<file path="src/rtl/clk_divider_mc_if.sv">
// Ratio write port of the multi-channel clock divider.
// The master presents a ratio and a channel select; ready reflects whether
// the selected channel still holds an unapplied ratio.
interface clk_divider_mc_if #(
    parameter int N  = 8,
    parameter int CH = 2
);
    localparam int SW = (CH > 1) ? $clog2(CH) : 1;

    logic [N-1:0]  div_val;
    logic [SW-1:0] div_sel;
    logic          div_valid;
    logic          div_ready;

    modport master (output div_val, div_sel, div_valid, input  div_ready);
    modport slave  (input  div_val, div_sel, div_valid, output div_ready);
endinterface

</file>
<file path="src/rtl/clk_divider_mc.sv">
// Multi-channel programmable clock divider.
// Each channel divides clk_in by its own ratio. New ratios wait in a
// one-deep pending slot and only take effect at a period boundary, so the
// divided clock never produces a runt period. A shared sync input forces a
// boundary on every running channel at once, phase-aligning them.

// One divider channel: ratio registers, period counter, registered clock and tick.
module clk_divider_ch #(
    parameter int N         = 8,
    parameter int RESET_DIV = 4
) (
    input  logic         clk_in,
    input  logic         rst_n,
    input  logic         en,
    input  logic         sync,
    input  logic         load,
    input  logic [N-1:0] load_val,
    output logic         pend_v,
    output logic         clk_out,
    output logic         tick,
    output logic         active
);
    typedef enum logic {IDLE = 1'b0, RUN = 1'b1} state_t;

    localparam logic [N-1:0] ONE = N'(1);

    state_t       state, state_nxt;
    logic [N-1:0] cnt, cnt_nxt;
    logic [N-1:0] div_act, div_act_nxt;
    logic [N-1:0] pend, pend_nxt;
    logic         pend_v_nxt;
    logic         q, q_nxt;
    logic         tick_r, tick_nxt;
    logic         pass, pass_nxt;
    logic [N-1:0] ratio_eff;
    logic         boundary;

    // Next-state: IDLE/RUN control, period counter, pending-ratio apply and write capture.
    always_comb begin
        state_nxt   = state;
        cnt_nxt     = cnt;
        div_act_nxt = div_act;
        pend_nxt    = pend;
        pend_v_nxt  = pend_v;
        q_nxt       = 1'b0;
        tick_nxt    = 1'b0;
        boundary    = 1'b0;
        // The ratio that will be in use after a boundary: a pending one wins.
        ratio_eff   = pend_v ? pend : div_act;

        case (state)
            IDLE: begin
                cnt_nxt = '0;
                if (pend_v) begin
                    div_act_nxt = pend;
                    pend_v_nxt  = 1'b0;
                end
                if (en && ratio_eff != '0)
                    state_nxt = RUN;
            end
            RUN: begin
                // Outputs lag the counter by one cycle: high for the first D/2 counts.
                q_nxt    = (cnt < (div_act >> 1));
                tick_nxt = (cnt == '0);
                boundary = sync || (cnt == div_act - ONE);
                if (boundary) begin
                    cnt_nxt = '0;
                    if (pend_v) begin
                        div_act_nxt = pend;
                        pend_v_nxt  = 1'b0;
                    end
                    if (!en || ratio_eff == '0)
                        state_nxt = IDLE;
                end else begin
                    cnt_nxt = cnt + ONE;
                end
            end
            default: state_nxt = IDLE;
        endcase

        // A write is only offered while the slot is empty, so it never races an apply.
        if (load) begin
            pend_nxt   = load_val;
            pend_v_nxt = 1'b1;
        end

        // Passthrough gate tracks the post-edge state so it opens and closes on a rising edge.
        pass_nxt = (state_nxt == RUN) && (div_act_nxt == ONE);
    end

    // State register with asynchronous reset back to the default ratio.
    always_ff @(posedge clk_in or negedge rst_n) begin
        if (!rst_n) begin
            state   <= IDLE;
            cnt     <= '0;
            div_act <= N'(RESET_DIV);
            pend    <= '0;
            pend_v  <= 1'b0;
            q       <= 1'b0;
            tick_r  <= 1'b0;
            pass    <= 1'b0;
        end else begin
            state   <= state_nxt;
            cnt     <= cnt_nxt;
            div_act <= div_act_nxt;
            pend    <= pend_nxt;
            pend_v  <= pend_v_nxt;
            q       <= q_nxt;
            tick_r  <= tick_nxt;
            pass    <= pass_nxt;
        end
    end

    // Ratio 1 has no room for a registered half period, so gate clk_in directly.
    assign clk_out = q | (clk_in & pass);
    assign tick    = tick_r;
    assign active  = (state == RUN);
endmodule

module clk_divider_mc #(
    parameter int N         = 8,
    parameter int CH        = 2,
    parameter int RESET_DIV = 4
) (
    input  logic            clk_in,
    input  logic            rst_n,
    input  logic [CH-1:0]   en,
    input  logic            sync,
    clk_divider_mc_if.slave wr,
    output logic [CH-1:0]   clk_out,
    output logic [CH-1:0]   tick,
    output logic [CH-1:0]   active
);
    localparam int SW = (CH > 1) ? $clog2(CH) : 1;

    logic [CH-1:0] pend_v;
    logic [CH-1:0] load;

    // Ready follows the selected channel's pending slot; an out-of-range select reads ready and is dropped.
    always_comb begin
        wr.div_ready = 1'b1;
        for (int i = 0; i < CH; i++)
            if (wr.div_sel == SW'(i))
                wr.div_ready = !pend_v[i];
    end

    for (genvar g = 0; g < CH; g++) begin : g_ch
        assign load[g] = wr.div_valid && (wr.div_sel == SW'(g)) && !pend_v[g];

        clk_divider_ch #(
            .N         (N),
            .RESET_DIV (RESET_DIV)
        ) u_ch (
            .clk_in   (clk_in),
            .rst_n    (rst_n),
            .en       (en[g]),
            .sync     (sync),
            .load     (load[g]),
            .load_val (wr.div_val),
            .pend_v   (pend_v[g]),
            .clk_out  (clk_out[g]),
            .tick     (tick[g]),
            .active   (active[g])
        );
    end
endmodule

</file>
<file path="src/flat_wrapper.sv">
// flat-port wrapper written by rule: the top's interface ports become plain ports
module clk_divider_mc_flat 
#(
    parameter int N         = 8,
    parameter int CH        = 2,
    parameter int RESET_DIV = 4
)
  (clk_in, rst_n, en, sync, clk_out, tick, active, wr_div_val, wr_div_sel, wr_div_valid, wr_div_ready);
  clk_divider_mc_if #(.N(N), .CH(CH)) wr_i ();
  input  logic clk_in;
  input  logic rst_n;
  input  logic [CH-1:0] en;
  input  logic sync;
  output logic [CH-1:0] clk_out;
  output logic [CH-1:0] tick;
  output logic [CH-1:0] active;
  input wire logic [$bits(wr_i.div_val)-1:0] wr_div_val;
  input wire logic [$bits(wr_i.div_sel)-1:0] wr_div_sel;
  input wire logic [$bits(wr_i.div_valid)-1:0] wr_div_valid;
  output wire logic [$bits(wr_i.div_ready)-1:0] wr_div_ready;
  assign wr_i.div_val = wr_div_val;
  assign wr_i.div_sel = wr_div_sel;
  assign wr_i.div_valid = wr_div_valid;
  assign wr_div_ready = wr_i.div_ready;
  clk_divider_mc #(.N(N), .CH(CH), .RESET_DIV(RESET_DIV)) u_core (.clk_in(clk_in), .rst_n(rst_n), .en(en), .sync(sync), .wr(wr_i), .clk_out(clk_out), .tick(tick), .active(active));
endmodule
</file>
<file path="config.mk">
export PLATFORM = sky130hd
export DESIGN_NAME = clk_divider_mc_flat
export DESIGN_NICKNAME = d
export VERILOG_FILES = /design/src/rtl/clk_divider_mc_if.sv /design/src/rtl/clk_divider_mc.sv /design/src/flat_wrapper.sv
export SDC_FILE = /design/constraint.sdc
export NUM_CORES = 1
export LEC_CHECK = 0
export BUFFER_PORTS_ARGS = -buffer_cell sky130_fd_sc_hd__buf_2
export CAP_MARGIN = 5
export CORE_MARGIN = 3
export CORE_UTILIZATION = 30
export CTS_CLUSTER_DIAMETER = 80
export DETAILED_ROUTE_END_ITERATION = 8
export PLACE_DENSITY_LB_ADDON = 0.25
export SLEW_MARGIN = 10
export SYNTH_ARGS = -nofsm -noshare
export SYNTH_HDL_FRONTEND = slang
export SYNTH_HIERARCHICAL = 1
export SYNTH_SLANG_ARGS = --single-unit
</file>
<file path="constraint.sdc">
create_clock -name clk_in -period 3.1 [get_ports clk_in]
set_clock_uncertainty 0.05 [all_clocks]
set_input_delay 0.93 -clock clk_in [delete_from_list [all_inputs] [get_ports clk_in]]
set_output_delay 0.93 -clock clk_in [all_outputs]
set_load 0.1 [all_outputs]
</file>
== Word level (Yosys, flattened, before mapping) ==
Cells that the tools add are included.
Word-level totals
  flip-flop bits (word level): 58
  bits in latches: 0
  bits in writable memories: 0
  bits in read-only memories: 0
  bits of input ports: 15
  word-level logic and storage cells: 86
  memories kept: 0
Cells by class
  add/subtract/negate cells: 4
  multipliers: 0
  divide/modulo/power cells: 0
  order comparisons: 2
  eq/ne operators: 6
  shift operators: 0
  multiplexer cells: 29
  bitwise gates (word level): 7
  reduce and logical (&&, ||, !) cells: 22
Operators by type and width (count)
  $pmux W8 S2: 4
  $mux W8: 6
  $logic_not A8 Y1: 4
  $add A8 B1 Y8 const B: 2
  $eq A8 B1 Y1 const B: 2
  $eq A8 B8 Y1: 2
  $lt A8 B7 Y1: 2
  $reduce_bool A8 Y1: 2
  $sub A8 B1 Y8 const B: 2
  $mux W1: 15
  $logic_and A1 B1 Y1: 8
  $pmux W1 S2: 4
  $ne A3 B2 Y1 const B: 2
  $logic_not A1 Y1: 4
  $logic_or A1 B1 Y1: 4
  $not A1 Y1: 3
  $and A1 B1 Y1: 2
  $or A1 B1 Y1: 2

== Longest topological paths before layout ==
Gate-level depths: netlist of run 1.
  depth in word-level cells: 7
  gate-level depth with buffers: 10

== Hierarchy ==
Netlist of run 1, hierarchy kept.
By module, submodules not included
  clk_divider_ch: times used 2, cells each 156, area an instance 1654.1 um^2
  clk_divider_mc: times used 1, cells each 3, area an instance 26.3 um^2

==> reports/qor.txt, run 1 <==
Status: finished clean
Placed Area: 3590 sq um
Share of synthesized flip-flops with an asynchronous set or reset: 100%
Hold/Removal Path Class: input pin to asynchronous set/reset pin
Post-Synthesis Cells: 315
Initial core utilization: 31.6%
Clk_lat worst skew: 440 ps
Non-Filler Instances: 486
Top-count cell post-synth: dfrtp_1
# IOs: 22
Row count: 37
Width of the die: 111 microns
Worst setup path start: clk_in
Setup ws final: 4.31 ps
Final hold slack: 337 ps
GP Congestion: 0.809
Nets: 378
Final setup vio count: 0
Initial drt markers: 123
Placed insts: 466
Vias: 2376
Critical path arrival: 2120 ps
Most area-consuming cells after synthesis: dfrtp_1 42%, mux2_4 7.2%, ha_1 6.8%
Yosys reg bits: 58
Crit Path Max Fanout: 2
1st-pass router iterations: 4
Vias/cell: 4.89
Initial antenna violation count: 0
Synth Flop Type: dfrtp_1
Die Ht: 111 microns
Leakage: 1.86 nW
Area added between synthesis and finish: 16.6%
Synth cell types: 39
Synth top cells by count: 56 x dfrtp_1, 22 x inv_1, 22 x nor2_1, 20 x nand3_1, 18 x ha_1
Finished Core Util: 36.8%
Final hold vios: 0
WP data required: 2120 ps
CP Capture Type: primary output
Die area: 12400 sq um
Post-synth top area share: 42.0%
Pwr Density: 1080 nW/um^2
Grt ovf: 0
Worst Setup Start Kind: clock port
Fin. max-slew vios: 0
Filler cells: 1077
TritonCTS clock tree: done
Layout cells sized above 1: 21.7%
Global-route wire length before repair: 12200 microns
Reg-to-reg critical path startpoint: u_core/g_ch[0].u_ch/div_act[0]
Setup Fix Bufs, Post-CTS: 0
# DRC: 0
Final WL: 7080 microns
Vias in the first global route: 2440
Setup CP Type: clock port to primary output
Worst setup path endpoint: clk_out[0]
Total Routing Usage GR: 12.4%
R2R setup slack: 440 ps
WL/cell: 14.6 microns
Total core area: 10600 sq um
FF-to-FF End: u_core/g_ch[0].u_ch/div_act[7]
Cell area after layout: 3890 sq um
Worst VDD drop: 0.000398 V
Port Buf Inserts: 21
N_diodes: 0
Post-synth top area cell: dfrtp_1
Largest net degree at the start of global routing: 47
Post-DP HPWL: 5250 microns
Worst Reg-to-Reg Cells: 9
Number of max-cap violations: 0
EDFF count, synth: 0
Sequential fraction of the synthesis area: 43.6%
Slew HR: 63.9%
RSZ-0062 raised after global routing: true
Worst-path clk slew: 60 ps
Yosys warnings: 6
Final setup TNS: 0 ps
Pre-CTS setup slack: 143 ps
Mapped cell area: 3330 sq um
Post-route ant nets: 0
Net Count, Synth: 348
Worst slew pin tran: 541 ps
Power Total: 4.19 mW
Syn avg cell area: 10.6 sq um
flip-flops by register name, summed over array words and instances, names as in the netlist:
name	cells
u_core/g_ch.u_ch/active	2
u_core/g_ch.u_ch/pass	2
u_core/g_ch.u_ch/div_act	16
u_core/g_ch.u_ch/pend	16
u_core/g_ch.u_ch/pend_v	2
u_core/g_ch.u_ch/tick	2
u_core/g_ch.u_ch/q	2
u_core/g_ch.u_ch/cnt	16
report_power, final:
group | internal [mW] | leakage, nW | total (mW) | switching [mW]
Sequential | 1.07 | 0.708 | 1.46 | 0.391
Combinational | 0.816 | 0.984 | 1.73 | 0.911
Clock | 0.598 | 0.166 | 1.00 | 0.403
Total | 2.48 | 1.86 | 4.19 | 1.70
worst max-delay path: stages:
cell and delay (ps):
buf_8 100, buf_8 100, a21o_1 190, buf_12 170
metal layers:
metal  GRT usage (%)  wire, microns  up-vias
met5               0              0        -
met4            7.62            183        0
met3            3.32            299       12
met2            16.2           2880       56
met1            17.9           3720     1141
li1                -              -     1167
logic make-up (layout without fill, tap and decap cells):
kind of cell	Yosys count	in the layout	share of synthesized area [%]
simple gates	112	112	17.7
flops	58	58	43.6
compound gates	36	36	7.80
mux	33	33	12.9
buf+inv	30	65	3.90
xor+xnor	28	28	7.35
fa+ha+maj	18	18	6.75
placed cells by master, fill, tap and decap left out, types with 16 or more instances in the layout:
cell type	netlist	layout
dfrtp_1	56	56
ha_1	18	18
nand3_1	20	20
nor2_1	22	22
nor3_1	16	16
mux2_4	16	16
nand2_1	16	16
buf_2	2	19
inv_1	22	22
mux2_2	16	16
layout make-up:
type / instances / area [sq um] / share of cell area, %
Multi-Input combinational cell: 227 / 1750 / 45.1
Sequential cell: 58 / 1450 / 37.4
Clock buffer: 20 / 270 / 6.95
Tap cell: 136 / 170 / 4.38
Timing Repair Buffer: 21 / 123 / 3.15
Inverter: 22 / 82.6 / 2.12
Clock inverter: 2 / 35.0 / 0.901
worst min-delay path by stage:
| stage | cells after the start | start | endpoint | slack, ps |
|---|---|---|---|---|
| finish | 1 | rst_n | u_core/g_ch[0].u_ch/cnt[4] | 340 |
| global route | 1 | rst_n | u_core/g_ch[0].u_ch/cnt[4] | 350 |
| CTS | 1 | rst_n | u_core/g_ch[0].u_ch/cnt[0] | 330 |
| detailed placement | 1 | u_core/g_ch[1].u_ch/pend[5] | u_core/g_ch[1].u_ch/div_act[5] | 470 |
| global placement | 1 | u_core/g_ch[1].u_ch/pend[5] | u_core/g_ch[1].u_ch/div_act[5] | 460 |
| floorplan | 1 | u_core/g_ch[0].u_ch/pend[2] | u_core/g_ch[0].u_ch/div_act[2] | 440 |
timing repair:
item / CTS / global route
gates resized for setup: 8 / 2
setup endpoints to repair: 2 / 2
hold buffers: 0 / 0
pin swaps: 2 / 1
Note: power is estimated with default switching activity, not from simulation.
==> inputs of run 2 (changes only) <==
--- a/config.mk
+++ b/config.mk
@@ -7,10 +7,12 @@
 export LEC_CHECK = 0
 export BUFFER_PORTS_ARGS = -buffer_cell sky130_fd_sc_hd__buf_2
 export CAP_MARGIN = 5
+export CORE_ASPECT_RATIO = 1.1
 export CORE_MARGIN = 3
 export CORE_UTILIZATION = 30
 export CTS_CLUSTER_DIAMETER = 80
 export DETAILED_ROUTE_END_ITERATION = 8
+export GPL_TIMING_DRIVEN = 0
 export PLACE_DENSITY_LB_ADDON = 0.25
 export SLEW_MARGIN = 10
 export SYNTH_ARGS = -nofsm -noshare
==> run 2 against run 1 <==
Net effect: the run now ends with setup timing left; critical path type unchanged; die area is essentially flat; flip-flop and latch count is the same; largest cell class unchanged; global-route usage grew 0.85 points; sequential share of layout area shrank 1.1 points; count of clock-buffer cells in the layout shrank 2; first-iteration DRC count shrank 33%; clock power grew 23%.
==> reports/qor.txt, run 2 (same netlist as run 1, synthesis figures left out) <==
Initial antenna violation count: 0
N_diodes: 0
Reg-to-reg critical path startpoint: u_core/g_ch[1].u_ch/div_act[0]
Area added between synthesis and finish: 20.3%
Worst hold stages: 1
Top flop regs: u_core/g_ch.u_ch/cnt (16), u_core/g_ch.u_ch/div_act (16), u_core/g_ch.u_ch/pend (16)
Post-CTS Hold Buffers: 0
Worst slew pin tran: 732 ps
Setup ws final: -31.0 ps
Slew HR: 51.2%
Number of max-cap violations: 0
1st-pass router iterations: 4
Critical path arrival: 2150 ps
Port Buf Inserts: 21
# DRC: 0
Worst Hold Path EP: u_core/g_ch[0].u_ch/div_act[2]
Largest net degree at the start of global routing: 59
Hold/Removal Path Class: flip-flop to flip-flop
Setup CP Type: clock port to primary output
RSZ-0062 raised after global routing: true
Vias/cell: 4.82
Final WL: 7170 microns
Crit Path Max Fanout: 2
TritonCTS clock tree: done
Initial core utilization: 31.3%
Leakage: 1.91 nW
Final hold slack: 475 ps
Width of the die: 107 microns
Global-route wire length before repair: 12600 microns
# IOs: 22
Most frequent cells in the layout: 56 x dfrtp_1, 22 x inv_1, 22 x nor2_1
GP Congestion: 0.755
Final setup vio count: 2
Most common cell after layout, fill and taps aside: dfrtp_1
Grt ovf: 0
Initial drt markers: 82
Total core area: 10600 sq um
Layout cells sized above 1: 21.6%
R2R setup slack: 620 ps
Worst Setup Start Kind: clock port
Worst-path clk slew: 50 ps
Die Ht: 117 microns
Post-DP HPWL: 5260 microns
Final hold vios: 0
Violated checks: setup timing
Power Total: 4.45 mW
Worst Reg-to-Reg Cells: 10
Row count: 39
Total Routing Usage GR: 13.3%
Nets: 384
Vias: 2403
WL/cell: 14.4 microns
Hold path startpoint: u_core/g_ch[0].u_ch/pend[2]
Clk_lat worst skew: 440 ps
Fin. max-slew vios: 0
FF-to-FF End: u_core/g_ch[1].u_ch/div_act[0]
Die area: 12400 sq um
CP Capture Type: primary output
Worst VDD drop: 0.000386 V
Post-route ant nets: 0
Status: finished with violations
Pwr Density: 1110 nW/um^2
WP data required: 2120 ps
Vias in the first global route: 2479
==> run 2: cell count changes in the layout (fill, tap and decap cells not counted), moves of 2 or more <==
cell	delta
clkbuf_8	-14
buf_6	+2
clkinv_2	+3
buf_8	-2
clkbuf_1	+5
clkbuf_16	+13
==> run 2: layout make-up <==
class | instances | area [sq um]
fillers | 1074 | 6630
multi-input cells | 227 | 1750
flip-flops and latches | 58 | 1450
clock buffers | 18 | 377
well taps | 143 | 179
repair buffers | 19 | 97.6
inverters | 22 | 82.6
plain buffers | 8 | 47.5
clock inverters | 4 | 20.0
==> run 2: layer usage <==
metal / wire length, microns / track usage [%] / vias up / share of wire [%]
li1: - / - / 1179 / -
met1: 3710 / 18.8 / 1162 / 52
met2: 2990 / 18.2 / 56 / 42
met3: 381 / 3.76 / 6 / 5.3
met4: 94 / 6.99 / 0 / 1.3
met5: 0 / 0 / - / 0
==> run 2: worst max path at each step <==
stage	from	endpoint	slack, ps
detailed placement	clk_in	clk_out[0]	140
global placement	clk_in	clk_out[0]	140
CTS	clk_in	clk_out[0]	-40
global route	clk_in	clk_out[0]	-50
floorplan	clk_in	clk_out[0]	90
finish	clk_in	clk_out[1]	-30
==> run 2: stage by stage <==
stage / worst slack [ps] / setup TNS, ps / cells / instance area (sq um) / utilization [%]
6_report: -31.0 / -60.3 / 499 / 4010 / 37.7
5_1_grt: -46.8 / -92.8 / 499 / 4010 / 37.7
4_1_cts: -39.0 / -76.5 / 499 / 4010 / 37.7
3_5_place_dp: 143 / 0 / 479 / 3620 / 34.1
3_3_place_gp: 143 / 0 / 479 / 3620 / 34.1
2_1_floorplan: 89.0 / 0 / 315 / 3340 / -
==> run 2: timing repair <==
| action | in CTS | in global routing |
|---|---|---|
| hold endpoints to repair | 0 | 0 |
| buffers inserted | 0 | 0 |
| pin swaps | 2 | 0 |
| setup endpoints to repair | 2 | 2 |
| resized for setup | 8 | 0 |
==> run 2: power by group <==
| group | switching, mW | total (mW) | internal [mW] |
|---|---|---|---|
| combinational | 0.923 | 1.76 | 0.842 |
| sequential | 0.390 | 1.46 | 1.07 |
| clock | 0.439 | 1.23 | 0.792 |
| total | 1.75 | 4.45 | 2.70 |
==> run 2: critical path, stage by stage <==
cell and delay [ps]:
clkbuf_16 130, clkbuf_16 130, a21o_1 170, buf_12 170
==> inputs of run 3 (changes only) <==
--- a/config.mk
+++ b/config.mk
@@ -9,10 +9,10 @@
 export CAP_MARGIN = 5
 export CORE_ASPECT_RATIO = 1.1
 export CORE_MARGIN = 3
-export CORE_UTILIZATION = 30
+export CORE_UTILIZATION = 45
 export CTS_CLUSTER_DIAMETER = 80
 export DETAILED_ROUTE_END_ITERATION = 8
-export GPL_TIMING_DRIVEN = 0
+export GPL_TIMING_DRIVEN = 1
 export PLACE_DENSITY_LB_ADDON = 0.25
 export SLEW_MARGIN = 10
 export SYNTH_ARGS = -nofsm -noshare
==> run 3 against run 2 <==
Net effect: the run now ends clean; worst setup slack improved by 36 ps; count of clock-buffer cells in the layout up 2; power down 7.2%; first-iteration DRC count up 66%; clock power fell by 22%; critical path type unchanged.
==> reports/qor.txt, run 3 (same netlist as run 1, synthesis figures left out) <==
CP most frequent cell: buf_8
Register area: 1450 sq um
Die Ht: 96.3 microns
Cell area after layout: 3810 sq um
Die area: 8480 sq um
Final hold vios: 0
Top flop regs: u_core/g_ch.u_ch/cnt (16), u_core/g_ch.u_ch/div_act (16), u_core/g_ch.u_ch/pend (16)
TritonCTS clock tree: done
Worst VDD drop: 0.000518 V
RSZ-0062 raised after global routing: true
Critical path depth in cells: 4
Worst Setup Start Kind: clock port
Status: finished clean
Uppermost routed layer: met4
N_diodes: 0
Worst slew pin tran: 557 ps
Placed Area: 3520 sq um
Metal2 WL: 3040 microns
Final setup vio count: 0
# IOs: 22
Total core area: 7090 sq um
Filler cells: 635
Worst Reg-to-Reg Cells: 9
Slew HR: 62.9%
Initial drt markers: 136
Vias/cell: 5.53
Post-route ant nets: 0
Nets: 379
Pwr Density: 1090 nW/um^2
WP data required: 2120 ps
Vias: 2410
Final WL: 6690 microns
WL/cell: 15.4 microns
Grt ovf: 0
Critical path arrival: 2110 ps
GP Congestion: 0.761
Leakage: 1.85 nW
CP Capture Type: primary output
Most common cell after layout, fill and taps aside: dfrtp_1
Hold/Removal Path Class: input pin to asynchronous set/reset pin
CP top delay family: buffers and inverters
Number of max-cap violations: 0
Width of the die: 88.1 microns
Met3 WL: 272 microns
Post-DP HPWL: 5090 microns
Met1 Routed Length: 3200 microns
Largest net degree at the start of global routing: 26
Worst-path clk slew: 60 ps
1st-pass router iterations: 4
Crit Path Max Fanout: 2
Initial antenna violation count: 0
Setup ws final: 5.37 ps
Setup CP Type: clock port to primary output
Buf+Inv Stages, Crit Path: 3
Pre-CTS setup slack: 143 ps
Area added between synthesis and finish: 14.3%
Layout cells sized above 1: 21.7%
Most frequent cells in the layout: 56 x dfrtp_1, 22 x inv_1, 22 x nor2_1
Initial core utilization: 47.1%
Vias in the first global route: 2505
Port Buf Inserts: 21
Global-route wire length before repair: 11800 microns
Total Routing Usage GR: 18.6%
Clk_lat worst skew: 430 ps
Area of the multi-input gates: 1750 sq um
Peak per-stage delay on the critical path: 190 ps
Worst path slowest cell: a21o_1
Crit-path cells: buf_8, buf_8, a21o_1, buf_12
Row count: 32
R2R setup slack: 420 ps
# DRC: 0
Fin. max-slew vios: 0
## run 3: cell count changes in the layout (fill, tap and decap cells not counted), sizes merged
cell / before / now
clkbuf: 20 / 16
clkinv: 4 / 1
bufinv: 0 / 1
buf: 25 / 26
## run 3: worst paths after layout
kind | from | endpoint
max in group asynchronous | rst_n | u_core/g_ch[0].u_ch/div_act[2]
max reg2reg | u_core/g_ch[0].u_ch/div_act[0] | u_core/g_ch[0].u_ch/div_act[4]
min | rst_n | u_core/g_ch[1].u_ch/cnt[0]
max | clk_in | clk_out[1]
min reg2reg | u_core/g_ch[1].u_ch/pend[2] | u_core/g_ch[1].u_ch/div_act[2]
min in group clk_in | u_core/g_ch[1].u_ch/pend[2] | u_core/g_ch[1].u_ch/div_act[2]
## run 3: layout make-up
| type | count | area share, % |
|---|---|---|
| multi-input cells | 227 | 46.0 |
| flip-flops and latches | 58 | 38.2 |
| clock buffers | 20 | 6.83 |
| repair buffers | 22 | 3.09 |
| well taps | 85 | 2.79 |
| inverters | 22 | 2.17 |
| clock inverters | 2 | 0.920 |
## run 3: through the flow
| step | power, mW | std cells | utilization, % | setup TNS, ps | hold slack (ps) |
|---|---|---|---|---|---|
| CTS | 4.16 | 436 | 53.7 | -34.7 | 438 |
| global placement | 3.21 | 416 | 49.7 | 0 | 462 |
| global route | 4.45 | 436 | 53.8 | -20.5 | 471 |
| floorplan | 2.89 | 315 | - | 0 | 440 |
| detailed placement | 3.27 | 416 | 49.7 | 0 | 465 |
| finish | 4.14 | 436 | 53.8 | 0 | 427 |
## run 3: timing repair
item                       CTS  global route
buffers inserted             0             0
setup endpoints to repair    2             2
resized for setup            8             2
pin swaps                    2             1
hold buffers                 0             0
## run 3: per-layer routing
metal  vias to the layer above  track usage (%)
met1                      1170             24.4
met5                         -                0
met2                        56             26.8
li1                       1169                -
met3                        15             5.05
met4                         0             12.0
## run 3: power breakdown
| part | internal (mW) | total, mW | switching [mW] | leakage [nW] |
|---|---|---|---|---|
| logic | 0.813 | 1.72 | 0.908 | 0.985 |
| clock network | 0.576 | 0.962 | 0.386 | 0.160 |
| registers | 1.07 | 1.45 | 0.385 | 0.708 |
| total | 2.46 | 4.14 | 1.68 | 1.85 |
